==> src/rtl/presence_detector.sv <==
// Ultrasonic presence detector: periodic trigger, echo width measurement,
// timeout detection and a near/far run-length filter on the result.
module presence_detector #(
    parameter logic [31:0] TRIG_CYCLES      = 32'd500,
    parameter logic [31:0] PERIOD_CYCLES    = 32'd3000000,
    parameter logic [31:0] ECHO_TIMEOUT     = 32'd1900000,
    parameter logic [31:0] THRESHOLD_CYCLES = 32'd290000,
    parameter logic [1:0]  CONFIRM_COUNT    = 2'd3,
    parameter logic [1:0]  RELEASE_COUNT    = 2'd3
) (
    input  logic        in_clock,
    input  logic        in_reset,
    input  logic        in_echo,
    output logic        out_trigger,
    output logic        out_presence_signal,
    output logic [31:0] out_echo_width,
    output logic        out_measure_valid,
    output logic        out_timeout_error
);

    localparam int unsigned CNT_W = 32;
    localparam int unsigned RUN_W = 2;

    typedef enum logic [2:0] {
        ST_IDLE      = 3'd0,
        ST_TRIGGER   = 3'd1,
        ST_WAIT_ECHO = 3'd2,
        ST_MEASURE   = 3'd3,
        ST_HOLDOFF   = 3'd4
    } state_t;

    state_t             state_q, state_d;
    logic               echo_meta_q, echo_s_q;
    logic [CNT_W-1:0]   period_q, period_d;
    logic [CNT_W-1:0]   trig_cnt_q, trig_cnt_d;
    logic [CNT_W-1:0]   width_q, width_d;
    logic [CNT_W-1:0]   echo_width_q, echo_width_d;
    logic [RUN_W-1:0]   near_run_q, near_run_d;
    logic [RUN_W-1:0]   far_run_q, far_run_d;
    logic               trigger_q, trigger_d;
    logic               presence_q, presence_d;
    logic               valid_q, valid_d;
    logic               timeout_q, timeout_d;

    logic               trig_last_c;
    logic               wait_to_c;
    logic               meas_to_c;
    logic               meas_ok_c;
    logic               done_c;
    logic               near_c;

    // Two-flop synchronizer for the asynchronous echo input
    always_ff @(posedge in_clock or posedge in_reset) begin
        if (in_reset) begin
            echo_meta_q <= 1'b0;
            echo_s_q    <= 1'b0;
        end else begin
            echo_meta_q <= in_echo;
            echo_s_q    <= echo_meta_q;
        end
    end

    // State register
    always_ff @(posedge in_clock or posedge in_reset) begin
        if (in_reset) begin
            state_q <= ST_IDLE;
        end else begin
            state_q <= state_d;
        end
    end

    // Measurement events: end of trigger pulse, timeouts and normal completion
    always_comb begin
        trig_last_c = (trig_cnt_q >= TRIG_CYCLES - 32'd1);
        wait_to_c   = (state_q == ST_WAIT_ECHO) && !echo_s_q &&
                      (width_q >= ECHO_TIMEOUT - 32'd1);
        meas_to_c   = (state_q == ST_MEASURE) && echo_s_q &&
                      (width_q >= ECHO_TIMEOUT - 32'd1);
        meas_ok_c   = (state_q == ST_MEASURE) && !echo_s_q;
        done_c      = wait_to_c || meas_to_c || meas_ok_c;
        near_c      = meas_ok_c && (width_q < THRESHOLD_CYCLES);
    end

    // Next-state logic
    always_comb begin
        state_d = state_q;
        case (state_q)
            ST_IDLE: begin
                if (period_q == '0) state_d = ST_TRIGGER;
            end
            ST_TRIGGER: begin
                if (trig_last_c) state_d = ST_WAIT_ECHO;
            end
            ST_WAIT_ECHO: begin
                if (echo_s_q)       state_d = ST_MEASURE;
                else if (wait_to_c) state_d = ST_HOLDOFF;
            end
            ST_MEASURE: begin
                if (done_c) state_d = ST_HOLDOFF;
            end
            ST_HOLDOFF: begin
                if ((period_q == '0) && !echo_s_q) state_d = ST_TRIGGER;
            end
            default: state_d = ST_IDLE;
        endcase
    end

    // Counters, result capture and presence filter
    always_comb begin
        period_d     = (period_q != '0) ? period_q - 32'd1 : '0;
        trig_cnt_d   = trig_cnt_q;
        width_d      = width_q;
        echo_width_d = echo_width_q;
        near_run_d   = near_run_q;
        far_run_d    = far_run_q;
        presence_d   = presence_q;
        valid_d      = 1'b0;
        timeout_d    = 1'b0;
        trigger_d    = (state_d == ST_TRIGGER);

        case (state_q)
            ST_TRIGGER: begin
                trig_cnt_d = trig_cnt_q + 32'd1;
                width_d    = '0;
            end
            ST_WAIT_ECHO: begin
                width_d = echo_s_q ? 32'd1 : width_q + 32'd1;
            end
            ST_MEASURE: begin
                if (meas_to_c)     width_d = ECHO_TIMEOUT;
                else if (echo_s_q) width_d = width_q + 32'd1;
            end
            default: ;
        endcase

        // Period and pulse counters restart on every entry to TRIGGER
        if ((state_d == ST_TRIGGER) && (state_q != ST_TRIGGER)) begin
            period_d   = PERIOD_CYCLES - 32'd1;
            trig_cnt_d = '0;
        end

        if (done_c) begin
            valid_d      = 1'b1;
            timeout_d    = !meas_ok_c;
            echo_width_d = meas_ok_c ? width_q : ECHO_TIMEOUT;
            if (near_c) begin
                near_run_d = (near_run_q == 2'd3) ? 2'd3 : near_run_q + 2'd1;
                far_run_d  = '0;
                if (near_run_d == CONFIRM_COUNT) presence_d = 1'b1;
            end else begin
                far_run_d  = (far_run_q == 2'd3) ? 2'd3 : far_run_q + 2'd1;
                near_run_d = '0;
                if (far_run_d == RELEASE_COUNT) presence_d = 1'b0;
            end
        end
    end

    // Datapath and output registers
    always_ff @(posedge in_clock or posedge in_reset) begin
        if (in_reset) begin
            period_q     <= '0;
            trig_cnt_q   <= '0;
            width_q      <= '0;
            echo_width_q <= '0;
            near_run_q   <= '0;
            far_run_q    <= '0;
            trigger_q    <= 1'b0;
            presence_q   <= 1'b0;
            valid_q      <= 1'b0;
            timeout_q    <= 1'b0;
        end else begin
            period_q     <= period_d;
            trig_cnt_q   <= trig_cnt_d;
            width_q      <= width_d;
            echo_width_q <= echo_width_d;
            near_run_q   <= near_run_d;
            far_run_q    <= far_run_d;
            trigger_q    <= trigger_d;
            presence_q   <= presence_d;
            valid_q      <= valid_d;
            timeout_q    <= timeout_d;
        end
    end

    assign out_trigger         = trigger_q;
    assign out_presence_signal = presence_q;
    assign out_echo_width      = echo_width_q;
    assign out_measure_valid   = valid_q;
    assign out_timeout_error   = timeout_q;

endmodule
==> config.mk <==
export PLATFORM = sky130hd
export DESIGN_NAME = presence_detector
export DESIGN_NICKNAME = d
export VERILOG_FILES = /design/src/rtl/presence_detector.sv
export SDC_FILE = /design/constraint.sdc
export NUM_CORES = 1
export LEC_CHECK = 0
export ABC_AREA = 1
export CORE_AREA = 2 2 165 167
export CTS_BUF_LIST = sky130_fd_sc_hd__clkbuf_8
export CTS_CLUSTER_SIZE = 14
export DETAILED_ROUTE_END_ITERATION = 8
export DIE_AREA = 0 0 167 169
export HOLD_SLACK_MARGIN = 0.05
export SLEW_MARGIN = 40
export SYNTH_ARGS = -nofsm -noshare
export SYNTH_HDL_FRONTEND = slang
export SYNTH_SLANG_ARGS = --single-unit
==> constraint.sdc <==
create_clock -name in_clock -period 5.9 [get_ports in_clock]
set_input_delay 0.59 -clock in_clock [delete_from_list [all_inputs] [get_ports in_clock]]
set_output_delay 0.59 -clock in_clock [all_outputs]
set_load 0.005 [all_outputs]
# --- Word level (Yosys, flattened, before mapping) ---
# Index checks and enable logic that the tools add are counted.
classes:
  eq_ne: 12
  addsub: 5
  n_reduce_logical: 20
  order_cmp: 3
  mux: 25
ops:
  columns: ["operator", "n"]
  rows:
  - ["two-way mux 32 bit", 8]
  - ["one-hot mux 32 bit (3 select lines)", 1]
  - ["adder 32 x 1 -> 32 bit (second input constant)", 2]
  - ["greater-or-equal comparator 32 x 21 -> 1 bit (second input constant)", 1]
  - ["greater-or-equal comparator 32 x 9 -> 1 bit (second input constant)", 1]
  - ["zero test 32 bit", 1]
  - ["< comparator 32 x 19 -> 1 bit (second input constant)", 1]
  - ["nonzero test 32 bit", 1]
  - ["subtractor 32 x 1 -> 32 bit (second input constant)", 1]
  - ["two-way mux 3 bit", 6]
  - ["one-hot mux 3 bit (5 select lines)", 1]
  - ["== test 2 bit (second input constant)", 4]
  - ["logical AND 1 bit", 8]
  - ["two-way mux 2 bit", 4]
  - ["== test 3 x 1 -> 1 bit (second input constant)", 2]
  - ["== test 3 x 2 -> 1 bit (second input constant)", 2]
  - ["two-way mux 1 bit", 5]
  - ["adder 2 x 1 -> 2 bit (second input constant)", 2]
  - ["nonzero test 2 bit", 2]
  - ["== test 3 bit (second input constant)", 1]
  - ["zero test 3 bit", 1]
  - ["!= test 3 x 1 -> 1 bit (second input constant)", 1]
  - ["!= test 3 bit (second input constant)", 1]
  - ["AND reduction 3 bit", 1]
  - ["5 further kinds", 7]
word_totals:
  output_inout_bits: 36
  reg_bits: 141
  word_cells: 78

# --- Depth between registers and ports, before layout ---
# Gate-level depths: netlist (run 1).
depth:
  word_depth: 10
  mapped_depth: 15
  depth_no_buf: 15

# --- Worst setup path after synthesis (run 1) ---
# Ideal clock, no wire load.
synth_timing:
  path_kind: "register to register"
  start: "register period_q[0]"
  end: "register trig_cnt_q[10]"
  setup_ps: 123
  arrival_ps: 1745
  stages_incl_launch_ff: 13
  setup_slack_ps: 4032
  n_path_buf: 1
  t_required_ps: 5777
  path_cell_list: "dfrtp_1 inv_1 ha_1 nand2_1 nor2_2 nand2_1 nor2_4 nand4_1 nand4_1 nand4_4 buf_6 nand2_1 o21ai_1"
synth_via:
  elab_chain_cells: 7
synth_lines:
  columns: ["item", "line_no", "source"]
  rows:
  - ["start: declaration", "34", "logic [CNT_W-1:0] period_q, period_d;"]
  - ["start signal: assignment", "172", "period_q <= period_d;"]
  - ["zero test 32 bit *", "89, 102", null]
  - ["logical AND 1 bit", "102", "if ((period_q == '0) && !echo_s_q) state_d = ST_TRIGGER;"]
  - ["two-way mux 3 bit", "102", null]
  - ["one-hot mux 3 bit (5 select lines) *", "87", "case (state_q)"]
  - ["== test 3 x 1 -> 1 bit *", "137", "if ((state_d == ST_TRIGGER) && (state_q != ST_TRIGGER)) begin"]
  - ["logical AND 1 bit *", "137", null]
  - ["two-way mux 32 bit or nonzero test 2 bit (tied branches)", null, null]
  - ["end signal: assignment", "173", "trig_cnt_q <= trig_cnt_d;"]
  - ["end: declaration", "35", "logic [CNT_W-1:0] trig_cnt_q, trig_cnt_d;"]
# Every way passes the cells marked *; elsewhere a longest branch is shown, timed or not.
# A chain may end at the register's enable or synchronous reset.

# --- Worst setup path after layout (run 1) ---
layout_timing:
  start: "register state_q[2]"
  end: "register presence_q (netlist: out_presence_signal)"
layout_via:
  elab_chain_cells: 6
layout_lines:
  columns: ["item", "line_no", "source"]
  rows:
  - ["start: declaration", "32", "state_t state_q, state_d;"]
  - ["start signal: assignment", "68", "state_q <= state_d;"]
  - ["== test 3 x 2 -> 1 bit, on equally long branches", "75, 77, 79", null]
  - ["logical AND 1 bit, on equally long branches (2 in series)", "75, 77", null]
  - ["logical OR 1 bit (2 in series)", "80", "done_c = wait_to_c || meas_to_c || meas_ok_c;"]
  - ["AND reduction 3 bit (no source line)", null, null]
  - ["end signal: assignment", "179", "presence_q <= presence_d;"]
  - ["end: declaration", "41", "logic presence_q, presence_d;"]
# Parallel ways exist; a longest one is shown, timed or not.

==> metrics.md, run 1 <==
| Metric | Value |
|---|---|
| Placed Area | around 8500 µm² |
| I/O pin cnt | 39 |
| Post-synth top cells | nand2_1 (235), dfrtp_1 (141), nor2_1 (126) |
| Async S/R FF share, synth | 1.00 |
| Drt first pass iters | 5 |
| Vias | 6606 |
| Crit-path cells | nor2_2 -> nand2_1 -> nor2_2 -> inv_2 -> nor4_1 -> nand2_1 -> nand2_1 -> o21ai_0 -> o21ai_0 |
| Max_slew headroom | 0.531 |
| Fin crit share | 0.492 |
| Critical Path AT | about 3300 ps |
| Final Power | around 1800 µW |
| Top-area cell type share of the netlist area | 0.453 |
| Hold slack | between 300 and 400 ps |
| Layout Skew | roughly 12 ps |
| Fillers | approximately 2.8k |
| Startpoint types | flip-flop |
| FF-to-FF path depth | 9 |
| Largest cells by area after synthesis | dfrtp_1 (45%), nand2_1 (11%), nor2_1 (6.1%) |
| Max-slew violation count | 0 |
| RePlAce Congestion | around 0.9 |
| Max-cap violation count | 0 |
| Hold Vio Cnt, Final | 0 |
| Sink Count | approximately 140 |
| Pin slew with the least headroom to its limit | approximately 700 ps |
| Post-route ant nets | 0 |
| Achievable frequency | about 340 MHz |
| Layout cells sized above 1 | 0.0979 |
| Setup tns final | 0 ps |
| Post-synthesis cell count | a little over 1k |
| Most frequent cell after synthesis | nand2_1 |
| Synthesized cell area | a little under 8000 µm² |
| Total grt overflow | 0 |
| # rows | 60 |
| Residual DRC | 0 |
| Mean post-synth cell area | 7.71 µm² |
| Multi-input gate area | between 3000 and 4000 µm² |
| Register area | ~3500 µm² |
| CTS Hold Bufs | 0 |
| Critical path class | reg -> reg |
| Number of enable flip-flop cells after synthesis | 0 |
| Slowest-stage cell, CP | nor4_1 |
| RSZ-0062 raised after global routing | no |
| WHS Path Cells | 0 |
| Worst skew pair latency | between 400 and 500 ps |
| Layout area overhead | 14.6% |
| Nets | about 1.1k |
| Worst IR Drop VDD | 0.000111 V |
| Post-synth cell types | 47 |
| Flops & latches, synth | roughly 140 |
| Via/cell ratio | about 4.7 |
| PortBufs | 38 |
| Tmin final | 2900 ps |
| Post-synth top area cell | dfrtp_1 |
| GRT Total Usage | 0.136 |
| First-pass GRT wire length | 31.5 mm |
| Min-delay worst type | reg -> reg |
| Die H | around 170 µm |
| Antenna violations before repair | 0 |
| Vias in the first global route | 6568 |
| Pin count of the biggest net entering global routing | 88 |
| Core area | roughly 27000 µm² |
| Antenna fix cells | 0 |
| CTS Root Cell | clkbuf_8 |
| HPWL after DPL | 13.0 mm |
| Max H-tree Level | 4 |
| Finished layout cell area | approximately 8900 µm² |
| Drt initial violations | 471 |
| Setup bufs post-CTS | 0 |
| Die W | 167 µm |
| Syn nets | between 1k and 1.5k |
| Total CTS buffers | 17 |
| Final core utilization | 0.337 |
| Leakage | a little over 0.004 µW |
| Crit path top cell by count | nand2_1 |
| Max Fanout on Critical Path | 25 |
| Avg WL per Cell | ~13 µm |
| Status | finished, final reports clean |
| Drt total wl | ~18 mm |
| Initial Util | 0.294 |
| Die footprint | 28200 µm² |
| Worst setup EP type | flip-flop |
| Critical Path Max Stage Delay | about 570 ps |
| Seq/Total Area, Yosys | 0.453 |
| PwrDens | just over 200 nW/µm² |
| Worst endpoint required time | ~6300 ps |
| Resize count post-CTS | 0 |
| Clock Tree Buf Depth | 2 |
| Setup-failing EPs final | 0 |
| Top_reg_cell synth | dfrtp_1 |
| Clock tree from TritonCTS | yes |
| CTS clock-pin slew for the worst setup and hold paths | around 90 ps |
| Synthesis warning total | 0 |
-- per-stage QoR --
step | setup WS, ps | std cells
after global routing | 2640 | 1403
after floorplan | 1530 | 1010
after global placement | 2980 | 1370
after CTS | 2930 | 1402
after detailed placement | 2950 | 1370
final | 3000 | 1403
-- layout make-up --
| cell class | instances | area share |
|---|---|---|
| multi-input combinational | 714 | 0.407 |
| sequential | 141 | 0.395 |
| inverter | 133 | 0.0568 |
| timing repair buffer | 42 | 0.0482 |
| tap | 341 | 0.0478 |
| clock buffer | 18 | 0.0278 |
| clock inverter | 14 | 0.0165 |
-- report_power, final --
part	internal [µW]	total (µW)	switching, µW
Clock	362	805	444
Combinational	1.95	21.9	20.0
Sequential	966	967	0.815
-- worst max-delay path, delay by kind of cell (launching register included) --
family | cells | cell delay (ps)
AND/OR/NAND/NOR | 6 | 1800
AO/OA/AOI/OAI | 2 | 170
flip-flops | 1 | 460
buffers and inverters | 1 | 390
-- path summary, 6_finish.rpt --
check / start / endpoint / slack [ps]
max in group asynchronous: in_reset / out_echo_width[23]$_DFFE_PP0P_ / 4150
worst max-delay path: state_q[2]$_DFF_PP0_ / out_presence_signal$_DFFE_PP0P_ / 3000
worst max register to register: state_q[2]$_DFF_PP0_ / out_presence_signal$_DFFE_PP0P_ / 3000
min in group asynchronous: in_reset / out_timeout_error$_DFF_PP0_ / 600
worst min register to register: echo_meta_q$_DFF_PP0_ / echo_s_q$_DFF_PP0_ / 390
worst min-delay path: echo_meta_q$_DFF_PP0_ / echo_s_q$_DFF_PP0_ / 390
-- sequential cells by signal (all words and copies together), names as in the netlist --
name,cells
out_echo_width,32
period_q,32
trig_cnt_q,32
width_q,32
state_q,3
far_run_q,2
near_run_q,2
echo_meta_q,1
echo_s_q,1
out_measure_valid,1
out_presence_signal,1
out_timeout_error,1
out_trigger,1
-- logic make-up after synthesis --
| family | share of synthesized area |
|---|---|
| DFF | 0.453 |
| xor gates and xnor gates | 0.0473 |
| buffers and inverters | 0.0807 |
| and+or+nand+nor | 0.325 |
| AOI/OAI and AO/OA | 0.0891 |
| adders and majority gates | 0.00482 |
-- cell usage in the layout, fill, tap and decap left out, drive strengths merged, types with 3 or more instances in the layout --
cell | netlist | final
xnor2 | 12 | 12
nor4 | 14 | 14
nor3 | 19 | 19
nand4 | 31 | 31
or2 | 8 | 8
nor2 | 143 | 143
clkbuf | 10 | 18
a21oi | 27 | 27
xor2 | 30 | 30
nand3b | 5 | 5
o21ai | 90 | 90
o22a | 3 | 3
dfrtp | 141 | 141
nand3 | 73 | 73
clkdlybuf4s50 | 0 | 38
inv | 133 | 142
buf | 12 | 4
nand2 | 243 | 243
ha | 3 | 3
-- routing by layer --
metal,up-vias,GRT usage,part of all wire
li1,3344,-,-
met1,3136,0.174,0.48
met2,107,0.231,0.48
met3,19,0.0257,0.031
met4,0,0.0442,0.013
met5,-,0,0
No activity file was read; power rests on OpenSTA's default activity.
==> inputs of run 2 (changes only) <==
clock period = 2.85 ns   (was 5.9 ns; I/O delays follow)
==> run 2 against run 1 <==
Against the previous run: cell count increased by 0.36%; wire length decreased by 0.89%; register-to-register slack lost 2500 ps; power grew 100%; utilization up 0.15 points; combinational power rose by 140%; hold slack worse by 190 ps; die area unchanged.
==> metrics.md, run 2 (same netlist as run 1, synthesis figures left out) <==
| Metric | Value |
|---|---|
| Clock Tree Buf Depth | 2 (unchanged) |
| Via/cell ratio | 4.71 (about the same) |
| Setup bufs post-CTS | 0 (unchanged) |
| Worst endpoint required time | 3230 ps (-3060 ps) |
| Final setup margin | 468 ps (-2530 ps) |
| Antenna violations before repair | 0 (unchanged) |
| Setup tns final | 0 ps (unchanged) |
| CTS clock-pin slew for the worst setup and hold paths | 100 ps (about the same) |
| Pre-CTS setup slack | 504 ps (-2440 ps) |
| Vias | 6630 (+0.36%) |
| Post-route ant nets | 0 (unchanged) |
| Min-delay worst type | in -> async |
| Startpoint types | flip-flop |
| Total CTS buffers | 17 (unchanged) |
| Die footprint | 28200 µm² (unchanged) |
| Max-cap violation count | 0 (unchanged) |
| Pin slew with the least headroom to its limit | 628 ps (-74.7 ps) |
| RePlAce Congestion | 0.902 (+3.1%) |
| Antenna fix cells | 0 (unchanged) |
| Max_slew headroom | 0.580 (+0.0488) |
| RSZ-0062 raised after global routing | no |
| PortBufs | 38 (unchanged) |
| Most frequent cells in the layout | nand2_1 (235), dfrtp_1 (141), nor2_1 (126) |
| Residual DRC | 0 (unchanged) |
| Fin crit share | 0.836 (+0.344) |
| Max Fanout on Critical Path | 12 (-52%) |
| Worst R2R End | width_q[26]$_DFFE_PP0P_ |
| Layout cells sized above 1 | 0.101 (+0.00329) |
| Layout area overhead | 15.1% |
| I/O pin cnt | 39 (unchanged) |
| CTS Root Cell | clkbuf_8 |
| Hold Vio Cnt, Final | 0 (unchanged) |
| Drt total wl | 18.3 mm (-0.89%) |
| Initial Util | 0.294 (unchanged) |
| Drt initial violations | 493 (+4.7%) |
| Most common cell after layout, fill and taps aside | nand2_1 |
| Nets | 1060 (+0.47%) |
| Worst setup EP type | flip-flop |
| Fillers | 2780 (-1.0%) |
| Setup-failing EPs final | 0 (unchanged) |
| PwrDens | 406 nW/µm² (+100%) |
| Critical path class | reg -> reg |
| Pin count of the biggest net entering global routing | 142 (+61%) |
| Clock tree from TritonCTS | yes |
| Leakage | 0.00414 µW (+0.57%) |
| Drt first pass iters | 5 (unchanged) |
| Worst r2r src | width_q[0]$_DFFE_PP0P_ |
| Resize count post-CTS | 0 (unchanged) |
| Vias in the first global route | 6495 (-1.1%) |
| Die W | 167 µm (unchanged) |
| GRT Total Usage | 0.136 (+0.000334) |
| Worst IR Drop VDD | 0.000243 V (+120%) |
| Sink Count | 141 (unchanged) |
| Critical Path AT | 2760 ps (-540 ps) |
| Core area | 26500 µm² (unchanged) |
| Reg2reg setup slack | 470 ps (-2530 ps) |
| Status | finished, final reports clean |
| CTS Hold Bufs | 0 (unchanged) |
| FF-to-FF path depth | 13 (+4) |
| Achievable frequency | 420 MHz (+22%) |
| Die H | 169 µm (unchanged) |
| Avg WL per Cell | 13.0 µm (-1.2%) |
| Max H-tree Level | 4 (unchanged) |
| Max-slew violation count | 0 (unchanged) |
| # rows | 60 (unchanged) |
| Layout Skew | 17.2 ps (+4.75 ps) |
| HPWL after DPL | 13.0 mm (+0.45%) |
| First-pass GRT wire length | 31.6 mm (+0.35%) |
| Worst skew pair latency | 470 ps (about the same) |
| Tmin final | 2380 ps (-521 ps) |
| Total grt overflow | 0 (unchanged) |
==> run 2: final cells by class <==
type / instances / area [µm²] / area share
clock buffers: 17 / 234 / 0.0261
well taps: 341 / 427 / 0.0476
inverters: 133 / 503 / 0.0561
multi-input cells: 714 / 3630 / 0.405
flip-flops and latches: 141 / 3530 / 0.394
repair buffers: 47 / 493 / 0.0550
clock inverters: 15 / 144 / 0.0161
==> run 2: stage by stage <==
step           cell area [µm²]  hold slack [ps]  power (µW)  cells   util
2_1_floorplan             7790              316        2070   1010      -
3_3_place_gp              8560              396        2090   1375  0.323
3_5_place_dp              8560              386        2090   1375  0.323
4_1_cts                   8930              244        3680   1407  0.337
5_1_grt                   8960              216        3780   1408  0.338
6_report                  8960              204        3640   1408  0.338
==> run 2: report_power, final <==
part | switching (µW) | internal (µW) | total [µW]
Combinational | 42.1 | 9.57 | 51.7
Sequential | 1.89 | 2000 | 2000
Clock | 932 | 652 | 1580
==> run 2: worst max-delay path by stage <==
stage,startpoint,end,slack [ps],cells after the start
2_1_floorplan,in_reset,echo_meta_q$_DFF_PP0_,800,1
3_3_place_gp,width_q[0]$_DFFE_PP0P_,width_q[26]$_DFFE_PP0P_,660,13
3_5_place_dp,width_q[0]$_DFFE_PP0P_,width_q[26]$_DFFE_PP0P_,500,13
4_1_cts,width_q[26]$_DFFE_PP0P_,width_q[26]$_DFFE_PP0P_,440,12
5_1_grt,width_q[0]$_DFFE_PP0P_,width_q[26]$_DFFE_PP0P_,130,13
6_report,width_q[0]$_DFFE_PP0P_,width_q[26]$_DFFE_PP0P_,470,13
==> run 2: per-layer routing <==
metal  global-route usage  up-vias  wire [µm]
met5                    0        -          0
met4               0.0484        0        349
met3               0.0264       27        687
met2                0.224      136       8600
met1                0.179     3122       8690
li1                     -     3345          -
==> run 2: worst max-delay path, cell delays in order, from the launching register on <==
cell	delay [ps]
dfrtp_1	440
ha_1	230
nand2_1	130
nor2_4	60
nand3_1	70
nand3_1	70
nand2_1	100
nand2_2	80
nand2_1	300
a21oi_2	100
nor2_1	240
buf_4	230
nand2_1	60
o21ai_1	180
==> RTL edit 1: new RTL, settings of run 1 <==
The localparam `RUN_W` goes from 2 to 4.
--- a/src/rtl/presence_detector.sv
+++ b/src/rtl/presence_detector.sv
@@ -19,7 +19,7 @@
 );
 
     localparam int unsigned CNT_W = 32;
-    localparam int unsigned RUN_W = 2;
+    localparam int unsigned RUN_W = 4;
 
     typedef enum logic [2:0] {
         ST_IDLE      = 3'd0,
Check against the original RTL: no difference found for any inputs over 10 cycles, from zero or initial values and one cycle with in_reset high; that may be too few to reach the edited logic, so the function may still have changed.
==> RTL edit 1 against run 1 <==
Cell area up 2.0%; worst setup slack better by 380 ps; routed wire length up 2.4%; fmax up 15%; area after synthesis up 3.0%; sequential cell count up 4; total power down 2.4%; combinational power up 4%; critical path type unchanged; highest routed layer unchanged.
==> RTL edit 1: results (changes against run 1) <==
Wl on met1: 9300 um (was 8820 um)
Detailed placer's ending HPWL: 13500 um (was 13000 um)
GP Congestion: 0.889 (was 0.875)
Clock network contribution to total cell area: 4.01% (was 4.43%)
Non-clk buf share: 4.51% (was 4.82%)
Register bit total from synthesis: 145 (was 141)
Worst hold slack: 362 ps (was 389 ps)
Top post-synthesis cells by count: nand2_1 (227), dfrtp_1 (145), nor2_1 (129) (was nand2_1 (235), dfrtp_1 (141), nor2_1 (126))
Status: complete, no violations (unchanged)
Area post-placement: 8730 um2 (was 8500 um2)
Fillers: 2807 (was 2808)
Crit path DAT: 2910 ps (was 3300 ps)
Compound-Gate Fraction of Synth Area: 9.41% (was 8.91%)
Post-Syn Instances: 1038 (was 1010)
Worst-path fanout max: 44 (was 25)
Period utilization: 42.8% (was 49.2%)
Netlist cell types: 48 (was 47)
Layout cells sized above 1: 9.84% (was 9.79%)
Post-Synth Adder-Cell Area: 0.780% (was 0.482%)
Net Sw Power: 0.414 mW (was 0.464 mW)
RR Endpoint: trig_cnt_q[31] (was out_presence_signal)
Origin of the critical flop-to-flop path: period_q[0] (was state_q[2])
Slew headroom: 52.9% (was 53.1%)
Area Overhead vs Synth: 13.5% (was 14.6%)
Flop-to-flop setup slack: 3370 ps (was 3000 ps)
Grt met1 use: 19.0% (was 17.4%)
Initial drt markers: 513 (was 471)
WL met2: 8700 um (was 8880 um)
Worst VDD drop: 0.0870 mV (was 0.111 mV)
Pleak: 4.11 nW (was 4.12 nW)
Vias per cell: 4.72 (was 4.71)
Nets: 1082 (was 1055)
[RTL edit 1: cell types whose count changed after synthesis, moves of 6 or more]
cell / change
nand3_1: +8
o21ai_1: +47
buf_2: +6
nand2_1: -8
o22ai_1: +9
o21ai_0: -42
inv_1: -8
[RTL edit 1: critical path, stage by stage, from the launching register on]
cell and delay, ps:
dfrtp_1 370, inv_1 70, ha_1 180, nand2_1 120
nor2_2 140, nand3_2 160, nor2_4 160, nand4_4 520
nand3_2 330, nand3_4 170, nand2_2 130, nand2_1 60
nand2_1 50
[RTL edit 1: power groups by stage]
stage / registers (mW) / clock network [mW] / logic, mW
2_1_floorplan: 1.01 / 0 / 0.0152
3_3_place_gp: 1.01 / 0 / 0.0245
3_5_place_dp: 1.01 / 0 / 0.0249
4_1_cts: 0.995 / 0.762 / 0.0248
5_1_grt: 0.995 / 0.798 / 0.0273
6_report: 0.995 / 0.733 / 0.0227
==> RTL edit 2: new RTL, settings of run 1 <==
Made on the original files. The 5 states of `state_t` get a Gray code encoding in 3 bits.
--- a/src/rtl/presence_detector.sv
+++ b/src/rtl/presence_detector.sv
@@ -22,11 +22,11 @@
     localparam int unsigned RUN_W = 2;
 
     typedef enum logic [2:0] {
-        ST_IDLE      = 3'd0,
-        ST_TRIGGER   = 3'd1,
-        ST_WAIT_ECHO = 3'd2,
-        ST_MEASURE   = 3'd3,
-        ST_HOLDOFF   = 3'd4
+        ST_IDLE      = 3'b000,
+        ST_TRIGGER   = 3'b001,
+        ST_WAIT_ECHO = 3'b011,
+        ST_MEASURE   = 3'b010,
+        ST_HOLDOFF   = 3'b110
     } state_t;
 
     state_t             state_q, state_d;
Function: same outputs for any inputs over 10 cycles, from zero or initial values and one cycle with in_reset high; not proved beyond that.
==> RTL edit 2 against run 1 <==
Area after synthesis is 0.26% lower; total power rose by 3.1%; highest routed layer unchanged; sequential power about the same; sequential cell count unchanged; cell area decreased by 0.15%; routed wire length is 1.0% higher; worst setup slack better by 300 ps; synthesized cell count rose by 2.9%.
==> RTL edit 2: results (changes against run 1) <==
Reg power frac: 52.3% (was 53.9%)
WL/cell: 13.1 um (was 13.2 um)
RR Endpoint: out_echo_width[26] (was out_presence_signal)
Pleak: 4.08 nW (was 4.12 nW)
Global routing usage on met3: 3.04% (was 2.57%)
Initial drt markers: 508 (was 471)
Max Clk Rate: 0.384 GHz (was 0.344 GHz)
Slew headroom: 53.2% (was 53.1%)
Layout cells sized above 1: 6.97% (was 9.79%)
Worst-path fanout max: 22 (was 25)
Top post-synthesis cells by count: nand2_1 (248), nor2_1 (151), dfrtp_1 (141) (was nand2_1 (235), dfrtp_1 (141), nor2_1 (126))
Number of global-route vias before repair: 6428 (was 6568)
Clock power share: 46.5% (was 44.9%)
GR Layer Usage met2: 21.8% (was 23.1%)
Wl on met1: 9320 um (was 8820 um)
CP max stage cell: nand2_2 (was nor4_1)
Flop-to-flop setup slack: 3300 ps (was 3000 ps)
Post_cts resized: 0 (unchanged)
Max incr delay on CP: 400 ps (was 570 ps)
Vias post-DR: 6735 (was 6606)
Post-synthesis xor/xnor area fraction: 4.40% (was 4.73%)
Synthesized Nets: 1045 (was 1016)
GP Congestion: 0.910 (was 0.875)
Clk_skew: 14.9 ps (was 12.5 ps)
Vias per cell: 4.71 (about the same)
First-pass GRT wire length: 32400 um (was 31500 um)
Inserted Clock Buffers: 17 (unchanged)
Worst hold slack: 355 ps (was 389 ps)
Post-Synth Adder-Cell Area: 0.483% (was 0.482%)
Netlist cell types: 37 (was 47)
Syn_area_per_cell: 7.47 um2 (was 7.71 um2)
Detailed placer's ending HPWL: 13400 um (was 13000 um)
WL met2: 8320 um (was 8880 um)
Synth top area cells: dfrtp_1 (45%), nand2_1 (12%), nor2_1 (7.3%) (was dfrtp_1 (45%), nand2_1 (11%), nor2_1 (6.1%))
Cells on worst reg2reg path: 10 (was 9)
Grt met1 use: 19.6% (was 17.4%)
Compound-Gate Fraction of Synth Area: 7.88% (was 8.91%)
Largest net degree at the start of global routing: 90 (was 88)
Multi-input gate area in the final layout: 3640 um2 (was 3630 um2)
Fillers: 2806 (was 2808)
Setup Fix Bufs, Post-CTS: 0 (unchanged)
Area post-placement: 8470 um2 (was 8500 um2)
Cell-internal power: 1.45 mW (was 1.33 mW)
Register area share after synthesis: 45.4% (was 45.3%)
Final ANT Viol Nets: 0 (unchanged)
Clock Root Buffer: clkbuf_8 (unchanged)
Clock-net power: 0.860 mW (was 0.805 mW)
Placed Cells: 1399 (was 1370)
Wire length on met3: 717 um (was 568 um)
Status: complete, no violations (unchanged)
Nets: 1083 (was 1055)
GRT Util Overall: 14.0% (was 13.6%)
-- RTL edit 2: cell count changes in the layout (fill, tap and decap cells not counted), sizes merged, moves of 6 or more --
cell / delta
a21oi: -9
inv: -13
nand2: +11
nand3: +14
nor2: +19
o21ai: -9
o22ai: +6
or2: +11
-- RTL edit 2: worst max path at each step --
| stage | cells after the start | slack (ps) | to |
|---|---|---|---|
| floorplan | 1 | 1530 | echo_meta_q |
| global placement | 11 | 3400 | far_run_q[0] |
| detailed placement | 10 | 3280 | out_echo_width[17] |
| CTS | 10 | 3270 | out_echo_width[26] |
| global route | 10 | 2930 | out_echo_width[27] |
| finish | 10 | 3300 | out_echo_width[26] |
-- RTL edit 2: area by class of cell --
class / instances / share of cell area (%)
clock buffers: 19 / 2.94
clock inverters: 13 / 1.92
inverters: 126 / 5.39
multi-input cells: 751 / 40.9
flip-flops and latches: 141 / 39.6
well taps: 341 / 4.79
repair buffers: 40 / 4.44
